$ cat src/rtl/seq_mult_frac.sv
// Sequential signed fractional multiplier for the systolic PE start/busy handshake.
// Radix-2 LSB-first shift-add on magnitudes, then round half away from zero and saturate.
module seq_mult_frac #(
    parameter int WORDLENGTH = 16,
    parameter int FRAC_BITS  = 15
) (
    input  logic                  clk30x,
    input  logic                  reset,
    input  logic                  start,
    input  logic [WORDLENGTH-1:0] a,
    input  logic [WORDLENGTH-1:0] b,
    output logic [WORDLENGTH-1:0] product,
    output logic                  busy,
    output logic                  done,
    output logic                  ovf
);

    localparam int ACC_W = 2 * WORDLENGTH;
    localparam int CNT_W = (WORDLENGTH > 1) ? $clog2(WORDLENGTH) : 1;

    localparam logic [CNT_W-1:0]      CNT_LAST = CNT_W'(WORDLENGTH - 1);
    localparam logic [ACC_W-1:0]      RND_HALF = ACC_W'(1) << (FRAC_BITS - 1);
    localparam logic [ACC_W-1:0]      POS_LIM  = {{(WORDLENGTH + 1){1'b0}}, {(WORDLENGTH - 1){1'b1}}};
    localparam logic [ACC_W-1:0]      NEG_LIM  = ACC_W'(1) << (WORDLENGTH - 1);
    localparam logic [WORDLENGTH-1:0] SAT_POS  = {1'b0, {(WORDLENGTH - 1){1'b1}}};
    localparam logic [WORDLENGTH-1:0] SAT_NEG  = {1'b1, {(WORDLENGTH - 1){1'b0}}};
    localparam logic [WORDLENGTH-1:0] ONE_W    = {{(WORDLENGTH - 1){1'b0}}, 1'b1};

    typedef enum logic [1:0] {
        IDLE = 2'd0,
        MUL  = 2'd1,
        FIN  = 2'd2
    } state_t;

    // |0x8000| stays representable because the magnitude is treated as unsigned.
    function automatic logic [WORDLENGTH-1:0] abs_val(input logic [WORDLENGTH-1:0] v);
        logic [WORDLENGTH-1:0] res;
        if (v[WORDLENGTH-1]) begin
            res = ~v + ONE_W;
        end else begin
            res = v;
        end
        return res;
    endfunction

    state_t                state_r, state_s;
    logic                  sign_r, sign_s;
    logic [WORDLENGTH-1:0] ma_r, ma_s;
    logic [WORDLENGTH-1:0] mb_r, mb_s;
    logic [ACC_W-1:0]      acc_r, acc_s;
    logic [CNT_W-1:0]      cnt_r, cnt_s;
    logic [WORDLENGTH-1:0] product_r, product_s;
    logic                  busy_r, busy_s;
    logic                  done_r, done_s;
    logic                  ovf_r, ovf_s;

    logic [ACC_W-1:0]      partial_s;
    logic [ACC_W-1:0]      rnd_s;
    logic [ACC_W-1:0]      mag_s;

    assign partial_s = {{WORDLENGTH{1'b0}}, ma_r} << cnt_r;
    assign rnd_s     = acc_r + RND_HALF;
    assign mag_s     = rnd_s >> FRAC_BITS;

    // Next-state and datapath update for IDLE -> MUL -> FIN.
    always_comb begin
        state_s   = state_r;
        sign_s    = sign_r;
        ma_s      = ma_r;
        mb_s      = mb_r;
        acc_s     = acc_r;
        cnt_s     = cnt_r;
        product_s = product_r;
        busy_s    = busy_r;
        done_s    = 1'b0;
        ovf_s     = 1'b0;
        case (state_r)
            IDLE: begin
                if (start) begin
                    state_s = MUL;
                    sign_s  = a[WORDLENGTH-1] ^ b[WORDLENGTH-1];
                    ma_s    = abs_val(a);
                    mb_s    = abs_val(b);
                    acc_s   = {ACC_W{1'b0}};
                    cnt_s   = {CNT_W{1'b0}};
                    busy_s  = 1'b1;
                end else begin
                    state_s = IDLE;
                    busy_s  = 1'b0;
                end
            end
            MUL: begin
                if (mb_r[cnt_r]) begin
                    acc_s = acc_r + partial_s;
                end else begin
                    acc_s = acc_r;
                end
                cnt_s = cnt_r + CNT_W'(1);
                if (cnt_r == CNT_LAST) begin
                    state_s = FIN;
                end else begin
                    state_s = MUL;
                end
            end
            FIN: begin
                state_s = IDLE;
                busy_s  = 1'b0;
                done_s  = 1'b1;
                // Negative side allows one extra LSB of magnitude (min negative).
                if (!sign_r) begin
                    if (mag_s > POS_LIM) begin
                        product_s = SAT_POS;
                        ovf_s     = 1'b1;
                    end else begin
                        product_s = mag_s[WORDLENGTH-1:0];
                    end
                end else begin
                    if (mag_s > NEG_LIM) begin
                        product_s = SAT_NEG;
                        ovf_s     = 1'b1;
                    end else begin
                        product_s = ~mag_s[WORDLENGTH-1:0] + ONE_W;
                    end
                end
            end
            default: begin
                state_s = IDLE;
                busy_s  = 1'b0;
            end
        endcase
    end

    // State and output registers with asynchronous clear.
    always_ff @(posedge clk30x or negedge reset) begin
        if (!reset) begin
            state_r   <= IDLE;
            sign_r    <= 1'b0;
            ma_r      <= {WORDLENGTH{1'b0}};
            mb_r      <= {WORDLENGTH{1'b0}};
            acc_r     <= {ACC_W{1'b0}};
            cnt_r     <= {CNT_W{1'b0}};
            product_r <= {WORDLENGTH{1'b0}};
            busy_r    <= 1'b0;
            done_r    <= 1'b0;
            ovf_r     <= 1'b0;
        end else begin
            state_r   <= state_s;
            sign_r    <= sign_s;
            ma_r      <= ma_s;
            mb_r      <= mb_s;
            acc_r     <= acc_s;
            cnt_r     <= cnt_s;
            product_r <= product_s;
            busy_r    <= busy_s;
            done_r    <= done_s;
            ovf_r     <= ovf_s;
        end
    end

    assign product = product_r;
    assign busy    = busy_r;
    assign done    = done_r;
    assign ovf     = ovf_r;

endmodule
$ cat config.mk
export PLATFORM = sky130hd
export DESIGN_NAME = seq_mult_frac
export DESIGN_NICKNAME = d
export VERILOG_FILES = /design/src/rtl/seq_mult_frac.sv
export SDC_FILE = /design/constraint.sdc
export NUM_CORES = 1
export LEC_CHECK = 0
export CORE_MARGIN = 1
export CORE_UTILIZATION = 61
export DETAILED_ROUTE_END_ITERATION = 10
export PLACE_DENSITY = 0.82
export REMOVE_ABC_BUFFERS = 1
export SETUP_SLACK_MARGIN = 0.5
export SYNTH_ARGS = -nofsm -noshare
export SYNTH_HDL_FRONTEND = slang
export SYNTH_SLANG_ARGS = --single-unit
$ cat constraint.sdc
create_clock -name clk30x -period 5.1 [get_ports clk30x]
set_clock_uncertainty 0.2 [all_clocks]
set_input_delay 0.765 -clock clk30x [delete_from_list [all_inputs] [get_ports clk30x]]
set_output_delay 0.765 -clock clk30x [all_outputs]
set_load 0.02 [all_outputs]
==> impl_metrics.toml, run 1 <==
[floorplan]
dieWidth_um = 114
initial_core_util_pct = 63.1
coreArea_um2 = 12100
rows = 40
pin_count = 54
die_y_um = 114
die_area_um2 = 13000

[worst_setup_path]
crit_type = "reg -> reg"
cp_slowest_stage_delay_ps = 570
cp-start-kind = "register"
path_cells = "buf_4 -> mux4_2 -> mux2i_1 -> mux2i_1 -> ha_1 -> a2111oi_0 -> a21oi_1 -> a21o_1 -> a41oi_1 -> o21ai_0 -> xnor2_1 -> o21ai_0"
timing.rr.start = "cnt_r[0]"
cp.arrival_ps = 4330
path_max_fanout = 26
critPathLaunch = "cnt_r[0]"
r2r_slack_ps = 790
crit_slowest_cell = "mux4_2"
crit_required_ps = 5120
crit_path_end_kind = "register"

[clock_tree]
cts_htree_levels = 3
cts_buffers = 9
clock_sinks = 90
clockBufferDepth = 2
cts_root_buf = "clkbuf_16"
hold_buffers = 0
insertion_delay_ps = 360
path_clk_slew_ps = 70
cts_tree = "built"

[power]
swShare_pct = 50.9
seq_power_share_pct = 23.2
pwr-share-comb_pct = 66.0
ir_drop_v = 0.000300
switchingPower_w = 0.00308
power.share.clock_pct = 10.8
p_per_area_nw_per_um2 = 714
intPower_w = 0.00297
p_leak_nw = 3.64

[global_routing]
antenna_found_initial = 0
grt_max_degree = 77
grt_pass1_wl_um = 31500
grt_overflow_total = 0
track_usage_pct = 30.7
grt_pass1_vias = 6436

[synth]
async_flop_share_pct = 100
synth-seq-cells = 90
ys.warnings.count = 0
syn_inst = 967
synth_edf_count = 0
synth_cell_types = 70
ys.flop_type = "dfrtp_1"
syn_avg_cell_area_um2 = 7.90
ys_seq_area_share_pct = 29.5
syn-cell-area_um2 = 7640

[min_path]
hold_path_class = "in -> async"

[detailed_routing]
drtAntennaViolNets = 0
num_vias = 7077
drt_iter0_drc = 590
post-route-drc-count = 0
finalWirelength_um = 18700
wl_per_cell_um = 16.3
viasPerCell = 6.15
first_pass_iters = 5

[placement]
placed_cell_area_um2 = 8170
place_inst = 1134
gp_congestion = 0.920
hpwl_um = 13900
io_buffers = 53

[cells_and_area]
syn_to_final_growth_pct = 11.0
layout_common_cells = "nand2_1, o21ai_0, dfrtp_1, nor2_1, clkdlybuf4s50_1"
fin_area_um2 = 8480
final_util_pct = 70.0
nNetsFinal = 1050
n_antenna_cell = 0
finalNonFillerCells = 1150
drive_above_1_share_pct = 6.31
final_common_cell = "nand2_1"

[sta]
fin_tns_setup_ps = 0
min_period_over_period_pct = 84.4
slew_viol_final = 0
rsz0062_at_grt = "no"
min_period_ps = 4310
slew_headroom_pct = 46.3
hold_viol_final = 0
finalSetupViolCount = 0
timing.fmax_ghz = 0.232
worst_slew_pin_slew_ps = 806

[run_status]
run_status = "completed"

[job]
maxCapViolCount = 0
==> registers in the layout, indices dropped and copies added, names as in the netlist <==
register	cells
busy	1
acc_r	32
product	16
ma_r	16
sign_r	1
state_r	2
ovf	1
done	1
cnt_r	4
mb_r	16
==> per-layer routing <==
metal,up-vias,routed length [um],global-route usage [%]
met4,0,496,12.6
li1,3496,-,-
met5,-,0,0
met2,231,8440,48.8
met1,3314,8880,42.4
met3,36,882,3.93
==> final cells by class <==
cell class,count,area [um^2]
Fill cell,1031,3640
Clock buffer,10,239
Timing Repair Buffer,62,596
Clock inverter,6,48.8
Inverter,24,90.1
Tap cell,168,210
Multi-Input combinational cell,790,5040
Sequential cell,90,2250
==> kinds of logic (layout without fill, tap and decap cells) <==
kind of cell | Yosys count | count (layout) | synth area share (%)
fa+ha+maj | 38 | 38 | 6.32
flops | 90 | 90 | 29.5
compound gates | 270 | 270 | 21.9
xor+xnor | 72 | 72 | 8.26
buf+inv | 87 | 102 | 4.83
simple gates | 372 | 372 | 23.5
mux | 38 | 38 | 5.75
==> power groups by stage <==
stage | logic (W) | registers (W) | clock network, W
2_1_floorplan | 0.00277 | 0.00146 | 0
3_3_place_gp | 0.00381 | 0.00140 | 0
3_5_place_dp | 0.00389 | 0.00141 | 0
4_1_cts | 0.00391 | 0.00140 | 0.000666
5_1_grt | 0.00445 | 0.00145 | 0.000687
6_report | 0.00399 | 0.00141 | 0.000653
==> synthesized netlist by cell type, types with 10 or more instances <==
cell type / number / area [um^2]
a211oi_1: 12 / 90.1
nor2_1: 82 / 308
dfrtp_1: 90 / 2250
ha_1: 37 / 463
buf_2: 16 / 80.1
a31oi_1: 20 / 125
o21ai_0: 108 / 541
nand4_1: 18 / 113
nand2b_1: 10 / 62.6
and3_1: 11 / 68.8
a21oi_1: 50 / 250
mux2i_1: 27 / 270
clkbuf_1: 36 / 135
a21o_1: 12 / 90.1
nand3_1: 33 / 165
xor2_1: 44 / 385
inv_1: 22 / 82.6
o31ai_1: 11 / 82.6
xnor2_1: 28 / 245
nor3_1: 20 / 100
nand2_1: 139 / 522
==> repair_timing <==
item                       in CTS  in global routing
setup endpoints to repair       0                  5
setup buffers                   0                  0
resized for setup               0                  5
==> critical path: cells and delay by family, from the launching register on <==
kind / cells / cell delay [ps]
DFF: 1 / 540
muxes: 3 / 920
xor gates and xnor gates: 1 / 200
AOI/OAI and AO/OA: 6 / 1520
buffers and inverters: 1 / 370
adders and majority gates: 1 / 410
==> metrics by stage <==
step	worst slack, ps	total power, W	hold WS, ps
finish	794	0.00605	279
global route	524	0.00659	309
CTS	646	0.00597	286
detailed placement	702	0.00530	271
global placement	736	0.00521	261
floorplan	910	0.00423	238
==> worst paths after layout <==
check | endpoint | cells after the start
hold / removal | acc_r[6] | 1
hold reg to reg | mb_r[5] | 2
setup / recovery | acc_r[29] | 12
min in group clk30x | mb_r[5] | 2
setup reg to reg | acc_r[29] | 12
max in group asynchronous | ma_r[2] | 2
(Power assumes the default switching activity.)
==> run 2, diff against run 1 <==
clock period = 4.31 ns   (was 5.1 ns; I/O delays follow)
==> impl_metrics.toml, run 2 (synthesized netlist as in run 1, its figures left out) <==
[run_status]
run_status = "completed"

[cells_and_area]
nNetsFinal = 1067
drive_above_1_share_pct = 11.2
finalNonFillerCells = 1166
largest_reg_flops = 32
n_fill_cell = 963
syn_to_final_growth_pct = 16.0
n_antenna_cell = 0
final_common_cell = "nand2_1"
fin_area_um2 = 8860
layout_common_cells = "nand2_1, o21ai_0, dfrtp_1, nor2_1, clkdlybuf4s50_1"
top_register = "acc_r"

[detailed_routing]
drt_iter0_drc = 694
wl_per_cell_um = 16.8
viasPerCell = 6.24
finalWirelength_um = 19600
drtAntennaViolNets = 0
first_pass_iters = 5
num_vias = 7281
post-route-drc-count = 0

[clock_tree]
clock_sinks = 90
hold_buffers = 0
cts_tree = "built"
clockBufferDepth = 2
path_clk_slew_ps = 60
cts_buffers = 9
cts_htree_levels = 3
cts_root_buf = "clkbuf_16"
insertion_delay_ps = 350

[sta]
rsz0062_at_grt = "no"
slew_viol_final = 0
hold_slack_ps = 197
min_period_over_period_pct = 88.5
finalSetupViolCount = 0
worst_slew_pin_slew_ps = 869
hold_viol_final = 0
timing.fmax_ghz = 0.262
fin_tns_setup_ps = 0
min_period_ps = 3810
slew_headroom_pct = 42.0
setup_ws_ps = 497

[floorplan]
dieWidth_um = 114
rows = 40
die_area_um2 = 13000
pin_count = 54
die_y_um = 114
coreArea_um2 = 12100
initial_core_util_pct = 63.1

[power]
pwr-share-comb_pct = 68.0
switchingPower_w = 0.00389
seq_power_share_pct = 21.6
power.share.clock_pct = 10.4
ir_drop_v = 0.000565
swShare_pct = 50.2
intPower_w = 0.00386
p_leak_nw = 3.76
p_per_area_nw_per_um2 = 875

[worst_setup_path]
crit_type = "reg -> reg"
r2r_slack_ps = 500
worstReg2RegEnd = "acc_r[23]"
critPathLaunch = "cnt_r[0]"
path_max_fanout = 11
timing.rr.start = "cnt_r[0]"
worstSetupEndpoint = "acc_r[23]"
crit_path_end_kind = "register"
crit_required_ps = 4340
cp.arrival_ps = 3840
rr_worst_depth = 17
cp-start-kind = "register"

[placement]
place_inst = 1138
io_buffers = 53
hpwl_um = 13800
placed_cell_area_um2 = 8200
gp_congestion = 0.969
dp_slack_ps = 139

[job]
maxCapViolCount = 0

[global_routing]
grtUsageMet3_pct = 3.35
grt_pass1_wl_um = 31300
grt_max_degree = 67
busiest_layer = "met2"
antenna_found_initial = 0
grt_overflow_total = 0
track_usage_pct = 30.3
use_met1_pct = 42.3
grt_pass1_vias = 6394
grt_use_met2_pct = 48.2

[min_path]
hold_path_class = "in -> async"
run 2: through the flow:
| step | power (W) | util, % |
|---|---|---|
| after global routing | 0.00835 | 73.1 |
| final | 0.00775 | 73.1 |
| after floorplan | 0.00501 | - |
| after CTS | 0.00716 | 70.3 |
| after detailed placement | 0.00631 | 67.7 |
| after global placement | 0.00622 | 67.7 |
run 2: worst max-delay path, cell delays in order, from the launching register on:
cell and delay [ps]:
dfrtp_2 410, clkbuf_2 150, clkbuf_16 180, o21ai_0 330, o21ai_2 160, nor2_1 140, a21oi_2 60, nor2_1 100
ha_1 300, nand3_1 170, o21bai_1 110, a311oi_2 390, buf_4 200, a211o_1 170, nand2_1 100, a31oi_1 220
xor2_1 200, o21ai_0 90
run 2: power by group through the flow:
stage                     sequential (W)  combinational, W  clock, W
after floorplan                  0.00173           0.00328         0
after global placement           0.00165           0.00457         0
after detailed placement         0.00166           0.00465         0
after CTS                        0.00165           0.00470  0.000809
after global routing             0.00172           0.00579  0.000841
final                            0.00167           0.00527  0.000803
run 2: worst min path at each step:
stage	start	to	slack, ps	cells past startpoint
floorplan	reset	acc_r[0]	150	0
global placement	mb_r[10]	mb_r[10]	260	2
detailed placement	product[15]	product[15]	270	1
CTS	reset	acc_r[11]	230	1
global route	reset	acc_r[2]	280	1
finish	reset	acc_r[10]	200	1
run 2: what timing repair did:
item | CTS | global route
pin swaps | 0 | 10
setup buffers | 0 | 11
gates resized for setup | 7 | 53
cloned | 0 | 2
endpoints found under the setup margin | 12 | 31
run 2: area by class of cell:
cell class	instances	area, um^2	share of cell area [%]
Sequential cell	90	2250	25.5
Clock buffer	11	243	2.74
Multi-Input combinational cell	790	5230	59.0
Inverter	24	97.6	1.10
Tap cell	168	210	2.37
Clock inverter	4	51.3	0.579
Timing Repair Buffer	79	776	8.76
run 2: metal layers:
layer	part of all wire, %	up-vias
met4	2.8	0
met3	5.8	42
met2	47	294
met5	0	-
li1	-	3520
met1	45	3425
